$ cat src/rtl/dkm.sv
// Drink-vending machine controller. Each can costs 50 cents; nickels, dimes
// and quarters are accepted. A can is vended, with change returned from the
// nickel/dime inventory, when the deposit reaches 50 cents.
module dkm (
    input  logic       CLK,
    input  logic       RST,
    input  logic       LOAD_COINS,
    input  logic       LOAD_CANS,
    input  logic [7:0] NICKELS,
    input  logic [7:0] DIMES,
    input  logic [7:0] CANS,
    input  logic       NICKEL_IN,
    input  logic       DIME_IN,
    input  logic       QUARTER_IN,
    output logic       EMPTY,
    output logic       DISPENSE,
    output logic       NICKEL_OUT,
    output logic       DIME_OUT,
    output logic       TWO_DIME_OUT,
    output logic       USE_EXACT
);

    localparam logic [6:0] PRICE = 7'd50;

    logic [7:0] count_cans;
    logic [7:0] count_nickels;
    logic [7:0] count_dimes;
    logic [6:0] count_deposit;

    logic [6:0] coin_value;
    logic       coin_accept;
    logic [6:0] deposit_sum;
    logic       vend;
    logic [6:0] change;
    logic       need_nickel;
    logic       need_dime;
    logic       need_two_dimes;
    logic [8:0] cans_sum;
    logic [8:0] nickels_sum;
    logic [8:0] dimes_sum;
    logic       give_nickel;
    logic       give_dime;
    logic       give_two_dimes;
    logic [8:0] cans_raw;
    logic [8:0] nickels_raw;
    logic [8:0] dimes_raw;
    logic [7:0] cans_next;
    logic [7:0] nickels_next;
    logic [7:0] dimes_next;
    logic [6:0] deposit_next;

    // Clamp a 9-bit intermediate inventory value to the 8-bit counter range.
    function automatic logic [7:0] saturate(input logic [8:0] value);
        return value[8] ? 8'hFF : value[7:0];
    endfunction

    assign EMPTY     = (count_cans == 8'd0);
    assign USE_EXACT = (count_nickels == 8'd0) || (count_dimes < 8'd2);

    // Work out the accepted coin, the vend decision, the change to return and
    // the next inventory; loads are folded in before change availability is judged.
    always_comb begin
        coin_value     = 7'd0;
        if (QUARTER_IN) begin
            coin_value = 7'd25;
        end else if (DIME_IN) begin
            coin_value = 7'd10;
        end else if (NICKEL_IN) begin
            coin_value = 7'd5;
        end

        coin_accept    = (coin_value != 7'd0) && (count_cans != 8'd0);
        deposit_sum    = count_deposit + coin_value;
        vend           = coin_accept && (deposit_sum >= PRICE);
        change         = deposit_sum - PRICE;

        need_nickel    = vend && ((change == 7'd5)  || (change == 7'd15));
        need_dime      = vend && ((change == 7'd10) || (change == 7'd15));
        need_two_dimes = vend && (change == 7'd20);

        cans_sum       = {1'b0, count_cans}    + (LOAD_CANS  ? {1'b0, CANS}    : 9'd0);
        nickels_sum    = {1'b0, count_nickels} + (LOAD_COINS ? {1'b0, NICKELS} : 9'd0);
        dimes_sum      = {1'b0, count_dimes}   + (LOAD_COINS ? {1'b0, DIMES}   : 9'd0);

        give_nickel    = need_nickel    && (nickels_sum != 9'd0);
        give_dime      = need_dime      && (dimes_sum   != 9'd0);
        give_two_dimes = need_two_dimes && (dimes_sum   >= 9'd2);

        cans_raw       = cans_sum    - {8'd0, vend};
        nickels_raw    = nickels_sum - {8'd0, give_nickel};
        dimes_raw      = dimes_sum   - {8'd0, give_dime} - (give_two_dimes ? 9'd2 : 9'd0);

        cans_next      = saturate(cans_raw);
        nickels_next   = saturate(nickels_raw);
        dimes_next     = saturate(dimes_raw);

        deposit_next   = count_deposit;
        if (vend) begin
            deposit_next = 7'd0;
        end else if (coin_accept) begin
            deposit_next = deposit_sum;
        end
    end

    // Register inventory, deposit and the single-cycle vend/change pulses.
    always_ff @(posedge CLK or posedge RST) begin
        if (RST) begin
            count_cans    <= 8'd0;
            count_nickels <= 8'd0;
            count_dimes   <= 8'd0;
            count_deposit <= 7'd0;
            DISPENSE      <= 1'b0;
            NICKEL_OUT    <= 1'b0;
            DIME_OUT      <= 1'b0;
            TWO_DIME_OUT  <= 1'b0;
        end else begin
            count_cans    <= cans_next;
            count_nickels <= nickels_next;
            count_dimes   <= dimes_next;
            count_deposit <= deposit_next;
            DISPENSE      <= vend;
            NICKEL_OUT    <= give_nickel;
            DIME_OUT      <= give_dime;
            TWO_DIME_OUT  <= give_two_dimes;
        end
    end

endmodule

$ cat config.mk
export PLATFORM = sky130hd
export DESIGN_NAME = dkm
export DESIGN_NICKNAME = d
export VERILOG_FILES = /design/src/rtl/dkm.sv
export SDC_FILE = /design/constraint.sdc
export NUM_CORES = 1
export LEC_CHECK = 0
export ABC_CLOCK_PERIOD_IN_PS = 11700
export BUFFER_PORTS_ARGS = -buffer_cell sky130_fd_sc_hd__buf_2
export CORE_ASPECT_RATIO = 1.75
export CORE_MARGIN = 5
export CORE_UTILIZATION = 30
export DETAILED_ROUTE_END_ITERATION = 7
export GPL_TIMING_DRIVEN = 1
export PLACE_DENSITY = 0.49
export RECOVER_POWER = 100
export SETUP_SLACK_MARGIN = 0.02
export SYNTH_ARGS = -nofsm -noshare
export SYNTH_HDL_FRONTEND = slang
export SYNTH_SLANG_ARGS = --single-unit
$ cat constraint.sdc
create_clock -name CLK -period 11.7 [get_ports CLK]
set_clock_uncertainty 0.1 [all_clocks]
set_input_delay 0.585 -clock CLK [delete_from_list [all_inputs] [get_ports CLK]]
set_output_delay 0.585 -clock CLK [all_outputs]
set_load 0.05 [all_outputs]
==> flow_metrics.tcl <==
set metrics [dict create \
    outcome "finished, violations left" \
    violations "capacitance limit, slew limit" \
    grt_antenna_before_repair 0 \
    gp_congestion 0.792 \
    slew_violations 36 \
    path_max_fanout 8 \
    io_buffers 36 \
    finalSetupViolCount 0 \
    grt_start_max_net_pins 36 \
    setup.worst_path.start "DIME_IN" \
    cts_root_buffer "clkbuf_16" \
    routed_wl_microns 8360 \
    overflow 0 \
    powerDensity_mw_per_mm2 260 \
    synthArstFlopShare_pct 100 \
    synth_edf_count 0 \
    maxSlewHeadroom_pct -30.8 \
    cts_buffers 5 \
    dieHeight_microns 155 \
    grt_pass1_vias 3190 \
    crit_path_max_incr_delay_ps 510 \
    wl_met3_microns 228 \
    hold_viol 0 \
    cpLargestDelayFamily "compound AO/OA/AOI/OAI gates" \
    grt_first_pass_wirelength_microns 14400 \
    drt_iter0_markers 97 \
    yosys_most_used_dff "dfrtp_1" \
    cts_hold_buffers 0 \
    n_antenna_cell 0 \
    ctsLongestPathBuffers 2 \
    netlist_instances 421 \
    cp.depth 20 \
    ys.warnings.count 0 \
    ys_ff_latch 35 \
    syn_avg_cell_area_sq_um 8.51 \
    wl_met2_microns 4490 \
    regArea_sq_um 876 \
    cts_sinks 35 \
    whs_ps 415 \
    vias 3059 \
    ioPinCount 37 \
    core_sq_mm 0.0116 \
    r2r_start "count_deposit[0]$_DFFE_PP0P_" \
    area_growth_pct 12.2 \
    drtAntennaViolNets 0 \
    cts_tree "done" \
    finalCritPeriodShare_pct 46.5 \
    drcViolationCount 0 \
    cts_resized 0 \
    met1_length_microns 3340 \
    crit_chain "clkbuf_1, or2b_1, fa_1, nor4b_1, o31ai_1, o22ai_1, xor2_1, a31o_1, and2b_1, ha_1, inv_1, ha_1, fa_1, a21o_1, a21oi_1, o21bai_1, a21oi_1, o21ai_0, xnor2_1, nand2b_1" \
    htreeDepth 2 \
    tightest_slew_ps 1960 \
    ir_worst_vdd_uv 77.3 \
    rsz0062_at_grt "no" \
    start_util_pct 30.8 \
    rows 52 \
    hold_depth 2 \
    syn-cell-area_sq_mm 0.00358 \
    hp-class "reg2reg" \
    drive_above_1_share_pct 10.2 \
    fmax_mhz 184 \
    nets 536 \
    fillCellCount 1208 \
    crit_required_ps 11740 \
    fin_setup_tns_ps 0 \
    track_usage_pct 12.3 \
    worstSetupEndpointType "flop" \
    p_leak_uw 0.00183 \
    cpMaxStageDelayCell "nor4b_1" \
    cp.arrival_ps 5490 \
    multiInputGateArea_sq_mm 0.00249 \
    yosysSeqAreaShare_pct 24.4 \
    startpoint_type "input port" \
    die_w_microns 92.6 \
    cp_num_buf_inv 2 \
    postCtsSetupRepairBufs 0 \
    reg2reg_depth 20 \
    highest_layer "met4" \
    die_area_sq_mm 0.0143 \
    period_minus_slack_ps 5440 \
    clk_latency_ps 280 \
    wl_per_cell_microns 14.1 \
    hold_path_startpoint "count_deposit[3]$_DFFE_PP0P_" \
    drt_pass1_iterations 4 \
    synth_fp_nets 498 \
    dp_hpwl_microns 6910 \
    crit_type "in2reg" \
    clk_pin_slew_ps 50 \
    routed_via_density 5.14 \
    maxCapViolCount 1 \
    synthDistinctLibCells 65 \
]
[power breakdown]
group | leakage, uW | total, uW | internal [uW] | switching, uW
logic | 0.00137 | 707 | 301 | 406
registers | 0.000393 | 209 | 173 | 35.3
clock network | 0.0000679 | 128 | 78.7 | 49.6
total | 0.00183 | 1040 | 553 | 491
[cell usage after synthesis, drive strengths merged (2+ instances only)]
cell type | instances | share of area, %
nand2 | 50 | 5.2
inv | 45 | 4.7
ha | 41 | 14
dfrtp | 35 | 24
nor2 | 21 | 2.2
and2 | 20 | 3.5
xnor2 | 17 | 4.7
a21oi | 16 | 2.2
o21ai | 15 | 2.1
xor2 | 15 | 3.9
a21o | 12 | 2.5
a211oi | 10 | 2.2
nor4 | 9 | 1.6
nand2b | 8 | 1.4
nor3 | 7 | 0.98
o21bai | 7 | 1.5
or3 | 7 | 1.2
clkbuf | 5 | 0.52
fa | 5 | 2.8
nor2b | 5 | 0.87
o21a | 5 | 1.0
o31ai | 5 | 1.2
a221oi | 4 | 1.3
or2 | 4 | 0.70
a2111oi | 3 | 1.1
a2bb2oi | 3 | 0.73
and3 | 3 | 0.52
nand3 | 3 | 0.42
nor4b | 3 | 0.91
or4 | 3 | 0.63
a211o | 2 | 0.49
a22oi | 2 | 0.42
a31o | 2 | 0.49
a32oi | 2 | 0.49
buf | 2 | 0.28
mux2i | 2 | 0.56
nand3b | 2 | 0.42
nor3b | 2 | 0.73
o211ai | 2 | 0.42
o221ai | 2 | 0.49
[cell families (layout without fill, tap and decap cells)]
| group | after synthesis | count (layout) | share of synthesized area (%) |
|---|---|---|---|
| AOI/OAI and AO/OA | 102 | 102 | 21.2 |
| xor gates and xnor gates | 32 | 32 | 8.56 |
| adders and majority gates | 47 | 47 | 17.4 |
| buffers and inverters | 52 | 91 | 5.52 |
| DFF | 35 | 35 | 24.4 |
| muxes | 2 | 2 | 0.559 |
| and+or+nand+nor | 151 | 151 | 22.2 |
[tightest hold or removal path, delay by kind of cell (launching register included)]
kind,cells,cell delay [ps]
DFF,1,360
AOI/OAI and AO/OA,1,60
and+or+nand+nor,1,60
[registers in the layout, indices dropped and copies added, names as in the netlist]
name           flops
count_deposit      7
DIME_OUT           1
count_cans         8
TWO_DIME_OUT       1
count_nickels      8
DISPENSE           1
NICKEL_OUT         1
count_dimes        8
[metrics by stage]
| step | setup WS [ps] | utilization [%] | instance area, sq um | total power [uW] | cells |
|---|---|---|---|---|---|
| floorplan | 6690 | - | 3580 | 780 | 421 |
| global placement | 6080 | 33.6 | 3920 | 925 | 587 |
| detailed placement | 5960 | 33.6 | 3920 | 930 | 587 |
| CTS | 6260 | 34.8 | 4060 | 1070 | 595 |
| global route | 5720 | 34.5 | 4020 | 1150 | 595 |
| finish | 6260 | 34.5 | 4020 | 1040 | 595 |
[final timing paths]
kind,slack (ps),endpoint
hold / removal,410,count_deposit[3]$_DFFE_PP0P_
setup / recovery,6260,count_cans[0]$_DFF_PP0_
min in group asynchronous,900,TWO_DIME_OUT$_DFF_PP0_
max in group asynchronous,9470,NICKEL_OUT$_DFF_PP0_
hold reg to reg,410,count_deposit[3]$_DFFE_PP0P_
setup reg to reg,6520,count_cans[0]$_DFF_PP0_
[metal layers]
metal	global-route usage, %	up-vias
li1	-	1569
met3	1.41	16
met4	6.31	0
met2	23.5	50
met5	0	-
met1	13.0	1424
[layout by cell type (no fill, tap or decap), types with 8 or more instances in the layout]
cell,count
a21oi_1,16
dfrtp_1,35
xnor2_1,16
a21o_1,12
nand2b_1,8
a211oi_1,10
inv_1,45
o21ai_0,10
xor2_1,14
nor2_1,21
clkbuf_1,12
nand2_1,50
and2_1,19
buf_2,28
ha_1,41
nor4_1,9
[area by class of cell]
class / count / share of cell area, %
inverters: 45 / 4.20
clock inverters: 1 / 0.124
repair buffers: 38 / 4.42
clock buffers: 7 / 3.30
well taps: 135 / 4.20
multi-input cells: 334 / 62.0
flip-flops and latches: 35 / 21.8
(Power assumes the default switching activity.)
